`config.mk`:
```
export PLATFORM = sky130hd
export DESIGN_NAME = result_uart_tx_flat
export DESIGN_NICKNAME = d
export VERILOG_FILES = /design/src/rtl/uart_pkg.sv /design/src/rtl/result_uart_tx_if.sv /design/src/rtl/uart_tx_byte.sv /design/src/rtl/result_uart_tx.sv /design/src/flat_wrapper.sv
export SDC_FILE = /design/constraint.sdc
export NUM_CORES = 1
export LEC_CHECK = 0
export BUFFER_PORTS_ARGS = -buffer_cell sky130_fd_sc_hd__buf_2
export CAP_MARGIN = 20
export CORE_AREA = 5 5 91 93
export CTS_CLUSTER_DIAMETER = 30
export DETAILED_ROUTE_END_ITERATION = 16
export DIE_AREA = 0 0 96 98
export PLACE_DENSITY = 0.7
export SETUP_SLACK_MARGIN = 0.05
export SYNTH_ARGS = -nofsm -noshare
export SYNTH_HDL_FRONTEND = slang
export SYNTH_SLANG_ARGS = --single-unit
```
`constraint.sdc`:
```
create_clock -name clk -period 3.31 [get_ports clk]
set_input_delay 0.331 -clock clk [delete_from_list [all_inputs] [get_ports clk]]
set_output_delay 0.331 -clock clk [all_outputs]
set_load 0.01 [all_outputs]
```
`src/rtl/uart_pkg.sv`:
```
// Shared definitions for the matrix-multiply UART link: timing defaults,
// matrix limits and the transmit sequencer state encoding.
package uart_pkg;

  localparam int CLKS_PER_BIT_DEF = 10417;
  localparam int MAX_DIM_DEF      = 10;
  localparam int DATA_W_DEF       = 16;
  localparam int ADDR_W_DEF       = 7;
  localparam int BYTES_PER_ELEM   = DATA_W_DEF / 8;

  typedef enum logic [2:0] {
    ST_IDLE  = 3'd0,
    ST_FETCH = 3'd1,
    ST_WAIT  = 3'd2,
    ST_SEND  = 3'd3,
    ST_NEXT  = 3'd4,
    ST_FIN   = 3'd5
  } tx_state_t;

endpackage

```
`src/rtl/result_uart_tx_if.sv`:
```
// Control, result-memory and serial signals of the result transmitter.
// master = controller/memory side, slave = result_uart_tx.
interface result_uart_tx_if
  import uart_pkg::*;
#(
    parameter int ADDR_W = ADDR_W_DEF,
    parameter int DATA_W = DATA_W_DEF
);
    logic              start;
    logic [3:0]        dim;
    logic              rd_en;
    logic [ADDR_W-1:0] rd_addr;
    logic [DATA_W-1:0] rd_data;
    logic              tx;
    logic              busy;
    logic              done;
    tx_state_t         fsm_state;

    modport master (
        output start, dim, rd_data,
        input  rd_en, rd_addr, tx, busy, done, fsm_state
    );

    modport slave (
        input  start, dim, rd_data,
        output rd_en, rd_addr, tx, busy, done, fsm_state
    );
endinterface

```
`src/rtl/uart_tx_byte.sv`:
```
// 8N1 byte serialiser: one start bit, eight data bits LSB first, one stop bit,
// each held CLKS_PER_BIT clocks.
module uart_tx_byte
  import uart_pkg::*;
#(
    parameter int CLKS_PER_BIT = CLKS_PER_BIT_DEF
) (
    input  logic       clk,
    input  logic       rst,
    input  logic       byte_valid,
    input  logic [7:0] byte_data,
    output logic       byte_ready,
    output logic       tx
);
    localparam int CNT_W = $clog2(CLKS_PER_BIT + 1);

    logic [CNT_W-1:0] baud_cnt;
    logic [3:0]       bit_idx;
    logic [9:0]       shift;

    // Handshake: a byte transfers on a clock edge where byte_valid and
    // byte_ready are both high; byte_ready drops for the whole frame and
    // rises again in the cycle after the stop bit ends.
    always_ff @(posedge clk) begin
        if (!rst) begin
            byte_ready <= 1'b1;
            tx         <= 1'b1;
            shift      <= '1;
            baud_cnt   <= '0;
            bit_idx    <= '0;
        end else if (byte_ready) begin
            if (byte_valid) begin
                byte_ready <= 1'b0;
                shift      <= {1'b1, byte_data, 1'b0};
                tx         <= 1'b0;
                baud_cnt   <= '0;
                bit_idx    <= '0;
            end
        end else if (baud_cnt == CNT_W'(CLKS_PER_BIT - 1)) begin
            baud_cnt <= '0;
            if (bit_idx == 4'd9) begin
                byte_ready <= 1'b1;
                tx         <= 1'b1;
            end else begin
                bit_idx <= bit_idx + 4'd1;
                shift   <= {1'b1, shift[9:1]};
                tx      <= shift[1];
            end
        end else begin
            baud_cnt <= baud_cnt + 1'b1;
        end
    end
endmodule

```
`src/rtl/result_uart_tx.sv`:
```
// Reads the dim x dim result matrix in row-major order and streams every
// element MSB byte first through the UART byte serialiser.
module result_uart_tx
  import uart_pkg::*;
#(
    parameter int CLKS_PER_BIT = CLKS_PER_BIT_DEF,
    parameter int DATA_W       = DATA_W_DEF,
    parameter int MAX_DIM      = MAX_DIM_DEF,
    parameter int ADDR_W       = ADDR_W_DEF
) (
    input logic              clk,
    input logic              rst,
    result_uart_tx_if.slave  bus
);
    localparam int         BPE       = DATA_W / 8;
    localparam logic [7:0] LAST_BYTE = 8'(BPE - 1);

    tx_state_t         state;
    logic              busy;
    logic              done;
    logic              rd_en;
    logic [ADDR_W-1:0] rd_addr;
    logic [3:0]        dim_q;
    logic [ADDR_W-1:0] idx;
    logic [ADDR_W-1:0] last_idx;
    logic [7:0]        dim_sq;
    logic [7:0]        byte_cnt;
    logic [DATA_W-1:0] hold;
    logic              byte_valid;
    logic              byte_ready;
    logic [7:0]        byte_data;
    logic              dim_ok;

    assign dim_ok    = (bus.dim != 4'd0) && (int'(bus.dim) <= MAX_DIM);
    assign dim_sq    = {4'd0, dim_q} * {4'd0, dim_q};
    assign last_idx  = ADDR_W'(dim_sq - 8'd1);
    // The holding register shifts left per byte, so the MSB byte is always on top.
    assign byte_data = hold[DATA_W-1 -: 8];

    always_ff @(posedge clk) begin
        if (!rst) begin
            state      <= ST_IDLE;
            busy       <= 1'b0;
            done       <= 1'b0;
            rd_en      <= 1'b0;
            rd_addr    <= '0;
            dim_q      <= '0;
            idx        <= '0;
            byte_cnt   <= '0;
            hold       <= '0;
            byte_valid <= 1'b0;
        end else begin
            done  <= 1'b0;
            rd_en <= 1'b0;
            case (state)
                ST_IDLE: begin
                    if (bus.start && dim_ok) begin
                        dim_q   <= bus.dim;
                        busy    <= 1'b1;
                        idx     <= '0;
                        rd_addr <= '0;
                        rd_en   <= 1'b1;
                        state   <= ST_FETCH;
                    end
                end
                ST_FETCH: state <= ST_WAIT;
                ST_WAIT: begin
                    hold       <= bus.rd_data;
                    byte_cnt   <= '0;
                    byte_valid <= 1'b1;
                    state      <= ST_SEND;
                end
                ST_SEND: begin
                    if (byte_ready) begin
                        if (byte_cnt == LAST_BYTE) begin
                            byte_valid <= 1'b0;
                            state      <= ST_NEXT;
                        end else begin
                            byte_cnt <= byte_cnt + 8'd1;
                            hold     <= hold << 8;
                        end
                    end
                end
                ST_NEXT: begin
                    // Next element is prefetched while the last byte is still on the line;
                    // only the final element waits for its stop bit before done.
                    if (idx == last_idx) begin
                        if (byte_ready) begin
                            done  <= 1'b1;
                            busy  <= 1'b0;
                            state <= ST_FIN;
                        end
                    end else begin
                        idx     <= idx + 1'b1;
                        rd_addr <= idx + 1'b1;
                        rd_en   <= 1'b1;
                        state   <= ST_FETCH;
                    end
                end
                ST_FIN:  state <= ST_IDLE;
                default: state <= ST_IDLE;
            endcase
        end
    end

    uart_tx_byte #(
        .CLKS_PER_BIT(CLKS_PER_BIT)
    ) u_tx_byte (
        .clk       (clk),
        .rst       (rst),
        .byte_valid(byte_valid),
        .byte_data (byte_data),
        .byte_ready(byte_ready),
        .tx        (bus.tx)
    );

    assign bus.busy      = busy;
    assign bus.done      = done;
    assign bus.rd_en     = rd_en;
    assign bus.rd_addr   = rd_addr;
    assign bus.fsm_state = state;
endmodule
```
`src/flat_wrapper.sv`:
```
// flat-port wrapper written by rule: the top's interface ports become plain ports
module result_uart_tx_flat import uart_pkg::*;
#(
    parameter int CLKS_PER_BIT = CLKS_PER_BIT_DEF,
    parameter int DATA_W       = DATA_W_DEF,
    parameter int MAX_DIM      = MAX_DIM_DEF,
    parameter int ADDR_W       = ADDR_W_DEF
)
  (clk, rst, bus_start, bus_dim, bus_rd_data, bus_rd_en, bus_rd_addr, bus_tx, bus_busy, bus_done, bus_fsm_state);
  result_uart_tx_if #(.ADDR_W(ADDR_W), .DATA_W(DATA_W)) bus_i ();
  input logic clk;
  input logic rst;
  input wire logic [$bits(bus_i.start)-1:0] bus_start;
  input wire logic [$bits(bus_i.dim)-1:0] bus_dim;
  input wire logic [$bits(bus_i.rd_data)-1:0] bus_rd_data;
  output wire logic [$bits(bus_i.rd_en)-1:0] bus_rd_en;
  output wire logic [$bits(bus_i.rd_addr)-1:0] bus_rd_addr;
  output wire logic [$bits(bus_i.tx)-1:0] bus_tx;
  output wire logic [$bits(bus_i.busy)-1:0] bus_busy;
  output wire logic [$bits(bus_i.done)-1:0] bus_done;
  output wire logic [$bits(bus_i.fsm_state)-1:0] bus_fsm_state;
  assign bus_i.start = bus_start;
  assign bus_i.dim = bus_dim;
  assign bus_i.rd_data = bus_rd_data;
  assign bus_rd_en = bus_i.rd_en;
  assign bus_rd_addr = bus_i.rd_addr;
  assign bus_tx = bus_i.tx;
  assign bus_busy = bus_i.busy;
  assign bus_done = bus_i.done;
  assign bus_fsm_state = bus_i.fsm_state;
  result_uart_tx #(.CLKS_PER_BIT(CLKS_PER_BIT), .DATA_W(DATA_W), .MAX_DIM(MAX_DIM), .ADDR_W(ADDR_W)) u_core (.clk(clk), .rst(rst), .bus(bus_i));
endmodule
```
==> results.tsv, run 1 <==
stage	metric	value	unit
outcome	status	finished clean	
finish	design.final.nets	501	
global_route	first_pass_grt_wire_length	13.3	mm
timing	layout_worst_path_cycle_share	0.930	
logic_synthesis	post_synth_xor_area_fraction	0.0384	
timing	hold_viol	0	
finish	area.growth.synth_to_final	13.3	%
timing	worst_clock_skew	10.6	ps
logic_synthesis	post_synth_instance_area	0.00355	mm^2
drt	wirelength_per_cell	14.3	um
logic_synthesis	post_synth_and_or_nand_nor_area_fraction	0.265	
floorplan	floorplan.io_pins	37	
finish	n_antenna_cell	0	
timing	final_setup_fails	0	
floorplan	die_area	0.00941	mm^2
logic_synthesis	ys_warn_count	0	
drt	antenna_violating_nets_post_route	0	
clock_tree	htree_levels	3	
clock_tree	ctsRootBufferMaster	clkbuf_8	
finish	multi_input_area	0.00204	mm^2
logic_synthesis	ys_ff_latch	70	
hold_path	hold_class	input port to flop	
drt	dr_total_vias	3168	
setup_path	reg2reg_to	u_core.bus.fsm_state[0]	
placement	dp_hpwl	5.74	mm
global_route	grt_overflow	0	
drt	detail_route.drc_violations	0	
floorplan	dieHeight	98	um
finish	drive_above_1_share	0.151	
drt	detailedRoute.firstPassIterationCount	4	
pwr	report.power.total	1810	uW
global_route	grt_max_degree	37	
clock_tree	cts_sinks	70	
logic_synthesis	synth_adder_area_share	0.0458	
pwr	power.ir.vdd_worst	211	uV
setup_path	reg2reg_slack	230	ps
global_route	first_global_vias	2863	
placement	io_buffer_count	36	
finish	area.sequential	0.00141	mm^2
timing	fmax	0.325	GHz
logic_synthesis	synth_sequential_area_ratio	0.394	
drt	totalWireLength	8.14	mm
timing	timing.max_slew.rel_slack	0.301	
clock_tree	cts.path.max_buffers	2	
pwr	leakage	0.00166	uW
global_route	grtUsageTotal	0.178	
drt	drt_iter0_drc	137	
clock_tree	cts_buffers	9	
logic_synthesis	synth_area_per_cell	8.21	um^2
drt	viasPerCell	5.55	
logic_synthesis	synth_compound_area_frac	0.167	
timing	grt_setup_unrepaired	no	
finish	final.fill_count	729	
placement	finalWeightedCongestion	0.856	
job	cap_viol_max_count	0	
logic_synthesis	yosys-mux-area-fraction	0.0539	
timing	final_max_slew_viol_count	0	
setup_path	worst-path-max-fanout	8	
setup_path	critical_path.startpoint	u_core.dim_q[2]	
setup_path	setup.worst_path.end_class	flop	
pwr	power.density_cell_area	449	mW/mm^2
clock_tree	clk_latency	350	ps
logic_synthesis	netlist-cell-type-count	49	
logic_synthesis	postSynth.asyncResetShare	0	
setup_path	worst-endpoint-arrival	3310	ps
setup_path	setup.worst_path.end	u_core.bus.fsm_state[0]	
floorplan	floorplan.core_area	0.00745	mm^2
setup_path	critical_path.startpoint_type	flop	
clock_tree	tritoncts	done	
timing	finalSetupTns	0	ps
floorplan	core.rowCount	32	
logic_synthesis	dominant_combinational_cell_family_by_area_after_synthesis	simple AND/OR/NAND/NOR gates	
clock_tree	clk_pin_slew_worst_paths	80	ps
timing	worst_slew_pin_slew	1040	ps
floorplan	starting_density_of_the_core	0.477	
logic_synthesis	syn_nets	469	
timing	min_period	3080	ps
setup_path	r2r_cells	14	
global_route	grt_antenna_before_repair	0	
logic_synthesis	syn-instance-count	433	
setup_path	setup_cp_type	flop to flop	
floorplan	die_w	96	um
setup_path	rr_startpoint	u_core.dim_q[2]	
logic_synthesis	postSynth.topFlopCell	dfxtp_1	
setup_path	worst-endpoint-required	3550	ps
logic_synthesis	synth-edff-count	0	
[flip-flops by register name, indices dropped and copies added (netlist names), 3 cells and up]
| register | count |
|---|---|
| u_core.u_tx_byte.bit_idx | 4 |
| u_core.u_tx_byte.shift | 8 |
| u_core.hold | 16 |
| u_core.bus.fsm_state | 3 |
| u_core.dim_q | 4 |
| u_core.bus.rd_addr | 7 |
| u_core.byte_cnt | 8 |
| u_core.u_tx_byte.baud_cnt | 14 |
[how the worst min path moves through the flow]
stage | from | end | slack, ps | cells past startpoint
after global placement | u_core.u_tx_byte.bit_idx[3] | u_core.u_tx_byte.bit_idx[3] | 470 | 2
after floorplan | u_core.u_tx_byte.baud_cnt[13] | u_core.u_tx_byte.baud_cnt[13] | 450 | 2
after CTS | bus_rd_data[4] | u_core.hold[4] | 210 | 3
final | bus_rd_data[4] | u_core.hold[4] | 210 | 3
after detailed placement | u_core.u_tx_byte.shift[2] | u_core.u_tx_byte.shift[2] | 480 | 2
after global routing | bus_rd_data[0] | u_core.hold[0] | 230 | 3
[metal layers]
metal / share of wire / vias up / GRT usage
met4: 0.020 / 0 / 0.0733
met3: 0.032 / 14 / 0.0416
li1: - / 1624 / -
met2: 0.47 / 51 / 0.271
met5: 0 / - / 0
met1: 0.48 / 1479 / 0.239
[what timing repair did]
action	in CTS	in global routing
pin swaps	0	1
endpoints found under the setup margin	1	11
hold endpoints to repair	0	0
hold buffers	0	0
setup buffers	0	1
gates resized for setup	1	8
[cell families after synthesis]
kind of cell	after synthesis
simple gates	193
compound gates	91
flops	70
buf+inv	33
mux	19
xor+xnor	14
fa+ha+maj	13
[cell usage in the layout, fill, tap and decap left out, types with 3 or more instances in the layout]
master	count
inv_1	9
buf_4	7
nor2b_1	4
nor2_1	52
clkbuf_8	9
a22oi_1	11
and3_1	7
a31oi_1	3
xnor2_1	7
or4_1	3
nand4_1	4
nand2_1	44
nor4_1	3
xor2_1	6
nand3_1	30
clkinv_2	3
dfxtp_1	67
o211a_1	3
buf_2	36
o211ai_1	8
ha_1	13
o21ai_0	15
mux2i_1	18
nand2b_1	11
nor3_1	19
a21oi_1	29
a311oi_1	9
[cells in the mapped netlist (all sizes together), types with 3 or more instances]
master,number,area [um^2]
xnor2,7,61.3
o211ai,8,60.1
nor2b,4,25.0
o211a,3,30.0
or4b,3,30.0
mux2i,18,180
nand2b,11,68.8
clkbuf,20,75.1
xor2,6,52.6
buf,3,13.8
ha,13,163
and3,7,43.8
inv,9,33.8
nand4,4,25.0
nand2,44,165
nor4,3,18.8
a21oi,29,145
a31oi,4,25.0
nand3,30,150
a311oi,9,78.8
nor3,19,95.1
or4,3,22.5
a22oi,11,82.6
dfxtp,70,1400
o21ai,17,85.1
nor2,52,195
[stage by stage]
step / hold slack, ps / instances / worst slack, ps / cell area [um^2] / utilization
final: 212 / 571 / 231 / 4030 / 0.540
after detailed placement: 479 / 555 / 33.0 / 3820 / 0.514
after global placement: 469 / 555 / 261 / 3820 / 0.514
after global routing: 231 / 571 / 30.8 / 4030 / 0.540
after CTS: 209 / 570 / 46.1 / 4000 / 0.536
after floorplan: 453 / 433 / 97.0 / 3550 / -
[area by class of cell]
cell class	instances	share of cell area
well taps	102	0.0317
flip-flops and latches	70	0.350
repair buffers	44	0.0606
clock buffers	9	0.0308
inverters	10	0.00933
clock inverters	6	0.00995
multi-input cells	330	0.508
[report_power, final]
part           leakage (uW)  switching (uW)  internal [uW]
clock network     0.0000848             325            266
logic               0.00100             178            115
registers          0.000571            37.6            888
total               0.00166             540           1270
[worst max-delay path: stages (launching register included)]
cell	delay, ps
dfxtp_2	390
nand2b_1	180
o21ai_1	80
a22oi_1	190
xor2_1	170
ha_1	250
ha_1	320
or2_2	330
a31oi_2	200
xnor3_1	190
o2111ai_2	170
buf_6	190
buf_4	130
nor3_1	110
o21ai_0	80
Power figures use the tool's default switching activity.
==> run 2, diff against run 1 <==
==> constraint.sdc (replaced) <==
create_clock -name clk -period 2.8 [get_ports clk]
set_input_delay 0.28 -clock clk [delete_from_list [all_inputs] [get_ports clk]]
set_output_delay 0.28 -clock clk [all_outputs]
set_load 0.01 [all_outputs]
==> results.tsv, run 2 (synthesis results as in run 1) <==
stage	metric	value	unit
outcome	status	finished with violations	
outcome	failed_checks	negative setup slack	
setup_path	reg2reg_to	u_core.bus.fsm_state[2]	
finish	top_register	u_core.hold	
drt	wl_met3	422	um
timing	hold_ws	174	ps
drt	detail_route.drc_violations	0	
global_route	grtUsageTotal	0.190	
pwr	power.ir.vdd_worst	368	uV
drt	drt_iter0_drc	222	
placement	postPlaceCellArea	0.00391	mm^2
timing	worst_clock_skew	12.7	ps
pwr	leakage	0.00176	uW
clock_tree	clk_pin_slew_worst_paths	70	ps
timing	layout_worst_path_cycle_share	1.01	
floorplan	starting_density_of_the_core	0.477	
drt	viasPerCell	5.68	
finish	postLayoutCellArea	0.00433	mm^2
timing	final_setup_fails	2	
finish	mostFrequentLayoutCell	dfxtp_1	
finish	design.final.nets	511	
setup_path	setup_cp_type	flop to flop	
floorplan	floorplan.io_pins	37	
finish	largest_reg_flops	16	
finish	mostFrequentLayoutCells	67 x dfxtp_1, 51 x nor2_1, 42 x nand2_1	
floorplan	die_area	0.00941	mm^2
drt	antenna_violating_nets_post_route	0	
drt	wirelength_per_cell	14.5	um
global_route	grt_antenna_before_repair	0	
timing	timing.max_slew.rel_slack	0.494	
setup_path	critical_path.top_delay_family	compound AO/OA/AOI/OAI gates	
setup_path	critical_path.startpoint	u_core.dim_q[2]	
setup_path	worst-path-max-fanout	5	
finish	n_antenna_cell	0	
timing	worst_slack	-40.8	ps
floorplan	dieHeight	98	um
floorplan	floorplan.core_area	0.00745	mm^2
clock_tree	cts_sinks	70	
setup_path	path_cells	nand2b_4 > o21ai_2 > a22oi_2 > xor2_1 > ha_1 > ha_4 > or2_4 > a31oi_4 > xnor3_2 > o2111ai_4 > buf_4 > nor2_2 > o211a_1	
global_route	first_global_vias	3032	
clock_tree	htree_levels	3	
global_route	first_pass_grt_wire_length	14.4	mm
finish	largest_registers	u_core.hold (16), u_core.u_tx_byte.baud_cnt (14)	
timing	grt_setup_unrepaired	yes	
timing	fmax	0.352	GHz
pwr	power.density_cell_area	572	mW/mm^2
hold_path	hold_path.startpoint	bus_rd_data[4]	
job	cap_viol_max_count	0	
drt	detailedRoute.firstPassIterationCount	5	
clock_tree	cts_buffers	9	
setup_path	worst-endpoint-required	3040	ps
setup_path	setup.worst_path.end_class	flop	
floorplan	die_w	96	um
hold_path	whs_path_depth	3	
placement	dp_hpwl	5.78	mm
global_route	grt_max_degree	31	
placement	io_buffer_count	36	
drt	dr_total_vias	3305	
clock_tree	tritoncts	done	
clock_tree	ctsRootBufferMaster	clkbuf_8	
hold_path	hold_class	input port to flop	
setup_path	rr_startpoint	u_core.dim_q[2]	
setup_path	cp_num_buf_inv	1	
floorplan	core.rowCount	32	
setup_path	worst-endpoint-arrival	3080	ps
clock_tree	cts.path.max_buffers	2	
setup_path	crit_slowest_cell	dfxtp_4	
setup_path	critical_path.startpoint_type	flop	
finish	drive_above_1_share	0.204	
drt	met2RoutedLength	3.84	mm
timing	final_max_slew_viol_count	0	
placement	dpl_worst_slack	-203	ps
drt	totalWireLength	8.43	mm
placement	finalWeightedCongestion	0.881	
setup_path	reg2reg_slack	-40	ps
pwr	report.power.total	2480	uW
finish	area.growth.synth_to_final	21.9	%
clock_tree	clk_latency	350	ps
setup_path	cpPeakStageDelay	370	ps
drt	top_metal_used	met4	
global_route	grt_overflow	0	
timing	hold_viol	0	
timing	worst_slew_pin_slew	752	ps
drt	met1_length	4.04	mm
setup_path	r2r_cells	13	
timing	min_period	2840	ps
hold_path	hold_end	u_core.hold[4]	
run 2: metrics by stage:
step	TNS (ps)	utilization	instances
floorplan	0	-	433
global placement	-7.34	0.524	559
detailed placement	-1590	0.524	559
CTS	-36.3	0.575	578
global route	-1040	0.582	582
finish	-67.0	0.582	582
run 2: final cells by class:
cell class	count	area, um^2
clock buffers	10	128
inverters	10	37.5
well taps	102	128
fillers	673	3120
clock inverters	6	110
flip-flops and latches	70	1410
multi-input cells	331	2200
repair buffers	53	315
run 2: routing by layer:
| metal | up-vias | global-route usage |
|---|---|---|
| met1 | 1547 | 0.269 |
| met5 | - | 0 |
| met3 | 10 | 0.0393 |
| met4 | 0 | 0.0711 |
| met2 | 88 | 0.284 |
| li1 | 1660 | - |
run 2: timing repair:
item                       CTS  global route
hold buffers                 0             0
pin swaps                   11             8
gates resized for setup     23             4
buffers inserted             2             4
setup endpoints to repair   12            12
cloned                       1             0
run 2: worst register-to-register path, cell delays in order (launching register included):
cell	delay (ps)
dfxtp_4	370
nand2b_4	150
o21ai_2	130
a22oi_2	90
xor2_1	150
ha_1	320
ha_4	240
or2_4	250
a31oi_4	160
xnor3_2	310
o2111ai_4	160
buf_4	170
nor2_2	30
o211a_1	220
run 2: worst max path at each step:
| stage | endpoint | slack [ps] | depth (start not counted) |
|---|---|---|---|
| global placement | u_core.bus.rd_addr[6] | -7 | 12 |
| global route | u_core.bus.rd_addr[6] | -170 | 12 |
| detailed placement | u_core.bus.rd_addr[6] | -200 | 12 |
| finish | u_core.bus.fsm_state[2] | -40 | 13 |
| CTS | u_core.bus.rd_addr[6] | -40 | 12 |
| floorplan | u_core.bus.rd_addr[6] | 50 | 12 |
run 2: report_power, final:
part / internal (uW) / total, uW / switching (uW)
registers: 1050 / 1100 / 46.6
logic: 168 / 407 / 239
clock network: 590 / 974 / 384
total: 1810 / 2480 / 669
==> run 3, diff against run 2 <==
--- a/config.mk
+++ b/config.mk
@@ -7,10 +7,10 @@
 export LEC_CHECK = 0
 export BUFFER_PORTS_ARGS = -buffer_cell sky130_fd_sc_hd__buf_2
 export CAP_MARGIN = 20
-export CORE_AREA = 5 5 91 93
+export CORE_AREA = 2 2 88 90
 export CTS_CLUSTER_DIAMETER = 30
 export DETAILED_ROUTE_END_ITERATION = 16
-export DIE_AREA = 0 0 96 98
+export DIE_AREA = 0 0 90 92
 export PLACE_DENSITY = 0.7
 export SETUP_SLACK_MARGIN = 0.05
 export SYNTH_ARGS = -nofsm -noshare
==> results.tsv, run 3 (synthesis results as in run 1) <==
stage	metric	value	unit
outcome	status	finished with violations	
outcome	failed_checks	negative setup slack	
timing	final_max_slew_viol_count	0	
floorplan	die_area	0.00828	mm^2
finish	final.fill_count	699	
setup_path	cp_num_buf_inv	1	
drt	drt_iter0_drc	201	
placement	finalWeightedCongestion	0.875	
floorplan	floorplan.io_pins	37	
clock_tree	ctsRootBufferMaster	clkbuf_8	
setup_path	critical_path.startpoint_type	flop	
drt	totalWireLength	8.24	mm
clock_tree	cts_hold_repair.buffers	0	
pwr	power.ir.vdd_worst	351	uV
global_route	grt_max_degree	37	
timing	layout_worst_path_cycle_share	1.02	
finish	drive_above_1_share	0.204	
global_route	first_pass_grt_wire_length	14.1	mm
timing	worst_slew_pin_slew	679	ps
setup_path	worst-endpoint-required	3030	ps
drt	detailedRoute.firstPassIterationCount	5	
floorplan	floorplan.core_area	0.00745	mm^2
finish	largest_registers	u_core.hold (16), u_core.u_tx_byte.baud_cnt (14)	
timing	hold_viol	0	
clock_tree	htree_levels	3	
placement	io_buffer_count	36	
timing	fmax	0.351	GHz
setup_path	setup_cp_type	flop to flop	
finish	area.growth.synth_to_final	21.5	%
placement	dp_hpwl	5.62	mm
clock_tree	clk_latency	340	ps
pwr	report.power.total	2490	uW
timing	hold_ws	180	ps
floorplan	starting_density_of_the_core	0.477	
setup_path	crit_slowest_cell	dfxtp_4	
job	cap_viol_max_count	0	
setup_path	critical_path.top_delay_family	adder cells	
finish	postLayoutCellArea	0.00432	mm^2
floorplan	core.rowCount	32	
floorplan	die_w	90	um
global_route	grt_overflow	0	
drt	detail_route.drc_violations	0	
global_route	grtUsageTotal	0.204	
finish	top_register	u_core.hold	
placement	postPlaceCellArea	0.00391	mm^2
pwr	leakage	0.00177	uW
drt	viasPerCell	5.55	
hold_path	hold_class	input port to flop	
pwr	power.density_cell_area	576	mW/mm^2
clock_tree	cts.path.max_buffers	2	
drt	wirelength_per_cell	14.2	um
global_route	first_global_vias	3048	
timing	min_period	2850	ps
setup_path	setup.worst_path.end_class	flop	
clock_tree	tritoncts	done	
timing	worst_clock_skew	12.3	ps
drt	antenna_violating_nets_post_route	0	
finish	mostFrequentLayoutCell	dfxtp_1	
clock_tree	cts_sinks	70	
finish	largest_reg_flops	16	
drt	dr_total_vias	3230	
global_route	grt_antenna_before_repair	0	
clock_tree	cts_buffers	9	
setup_path	cpPeakStageDelay	370	ps
setup_path	worst-path-max-fanout	5	
timing	timing.max_slew.rel_slack	0.544	
setup_path	worst-endpoint-arrival	3080	ps
finish	n_antenna_cell	0	
timing	grt_setup_unrepaired	yes	
finish	design.final.nets	511	
clock_tree	clk_pin_slew_worst_paths	70	ps
setup_path	path_cells	nand2b_4 > o21ai_2 > a22oi_2 > xor2_1 > ha_1 > ha_4 > or2_4 > a31oi_1 > xnor3_2 > buf_4 > o2111ai_4 > nand3_1 > mux2i_1	
floorplan	dieHeight	92	um
timing	worst_slack	-48.5	ps
timing	final_setup_fails	6	
finish	mostFrequentLayoutCells	66 x dfxtp_1, 51 x nor2_1, 43 x nand2_1	
[run 3: power breakdown]
| group | leakage [uW] | total (uW) | switching (uW) | internal (uW) |
|---|---|---|---|---|
| sequential | 0.000571 | 1090 | 44.5 | 1050 |
| combinational | 0.00107 | 396 | 233 | 164 |
| clock | 0.000126 | 998 | 383 | 614 |
| total | 0.00177 | 2490 | 660 | 1830 |
[run 3: path summary, 6_finish.rpt]
check | slack, ps | to | start | cells past startpoint
setup / recovery | -50 | u_core.bus.rd_addr[2] | u_core.dim_q[2] | 13
hold / removal | 180 | u_core.hold[5] | bus_rd_data[5] | 3
setup reg to reg | -50 | u_core.bus.rd_addr[2] | u_core.dim_q[2] | 13
hold reg to reg | 480 | u_core.u_tx_byte.shift[3] | u_core.u_tx_byte.shift[3] | 2
[run 3: metal layers]
layer | routed length, um | GRT usage
met3 | 368 | 0.0296
met4 | 93 | 0.0795
met2 | 3770 | 0.336
met5 | 0 | 0
met1 | 4010 | 0.271
[run 3: final cells by class]
cell class,count,area (um^2),share of cell area
Timing Repair Buffer,53,312,0.0722
Sequential cell,70,1410,0.327
Tap cell,102,128,0.0296
Clock buffer,10,138,0.0319
Multi-Input combinational cell,331,2180,0.506
Inverter,10,37.5,0.00870
Clock inverter,6,109,0.0252
[run 3: repair_timing]
action,4_1_cts,5_1_grt
gates resized for setup,19,6
endpoints found under the setup margin,12,12
cloned,1,0
buffers inserted,4,2
endpoints found under the hold margin,0,0
pin swaps,10,6
[run 3: worst min-delay path, cell delays in order]
cell     delay (ps)
buf_2            80
a22oi_1          50
nor2_1           80
[run 3: metrics by stage]
| step | worst slack [ps] | setup TNS (ps) | utilization | cells |
|---|---|---|---|---|
| 3_3_place_gp | -12.5 | -12.5 | 0.524 | 559 |
| 3_5_place_dp | -169 | -1390 | 0.524 | 559 |
| 6_report | -48.5 | -230 | 0.580 | 582 |
| 5_1_grt | -157 | -1220 | 0.580 | 582 |
| 4_1_cts | -78.7 | -496 | 0.574 | 580 |
| 2_1_floorplan | 50.4 | 0 | - | 433 |
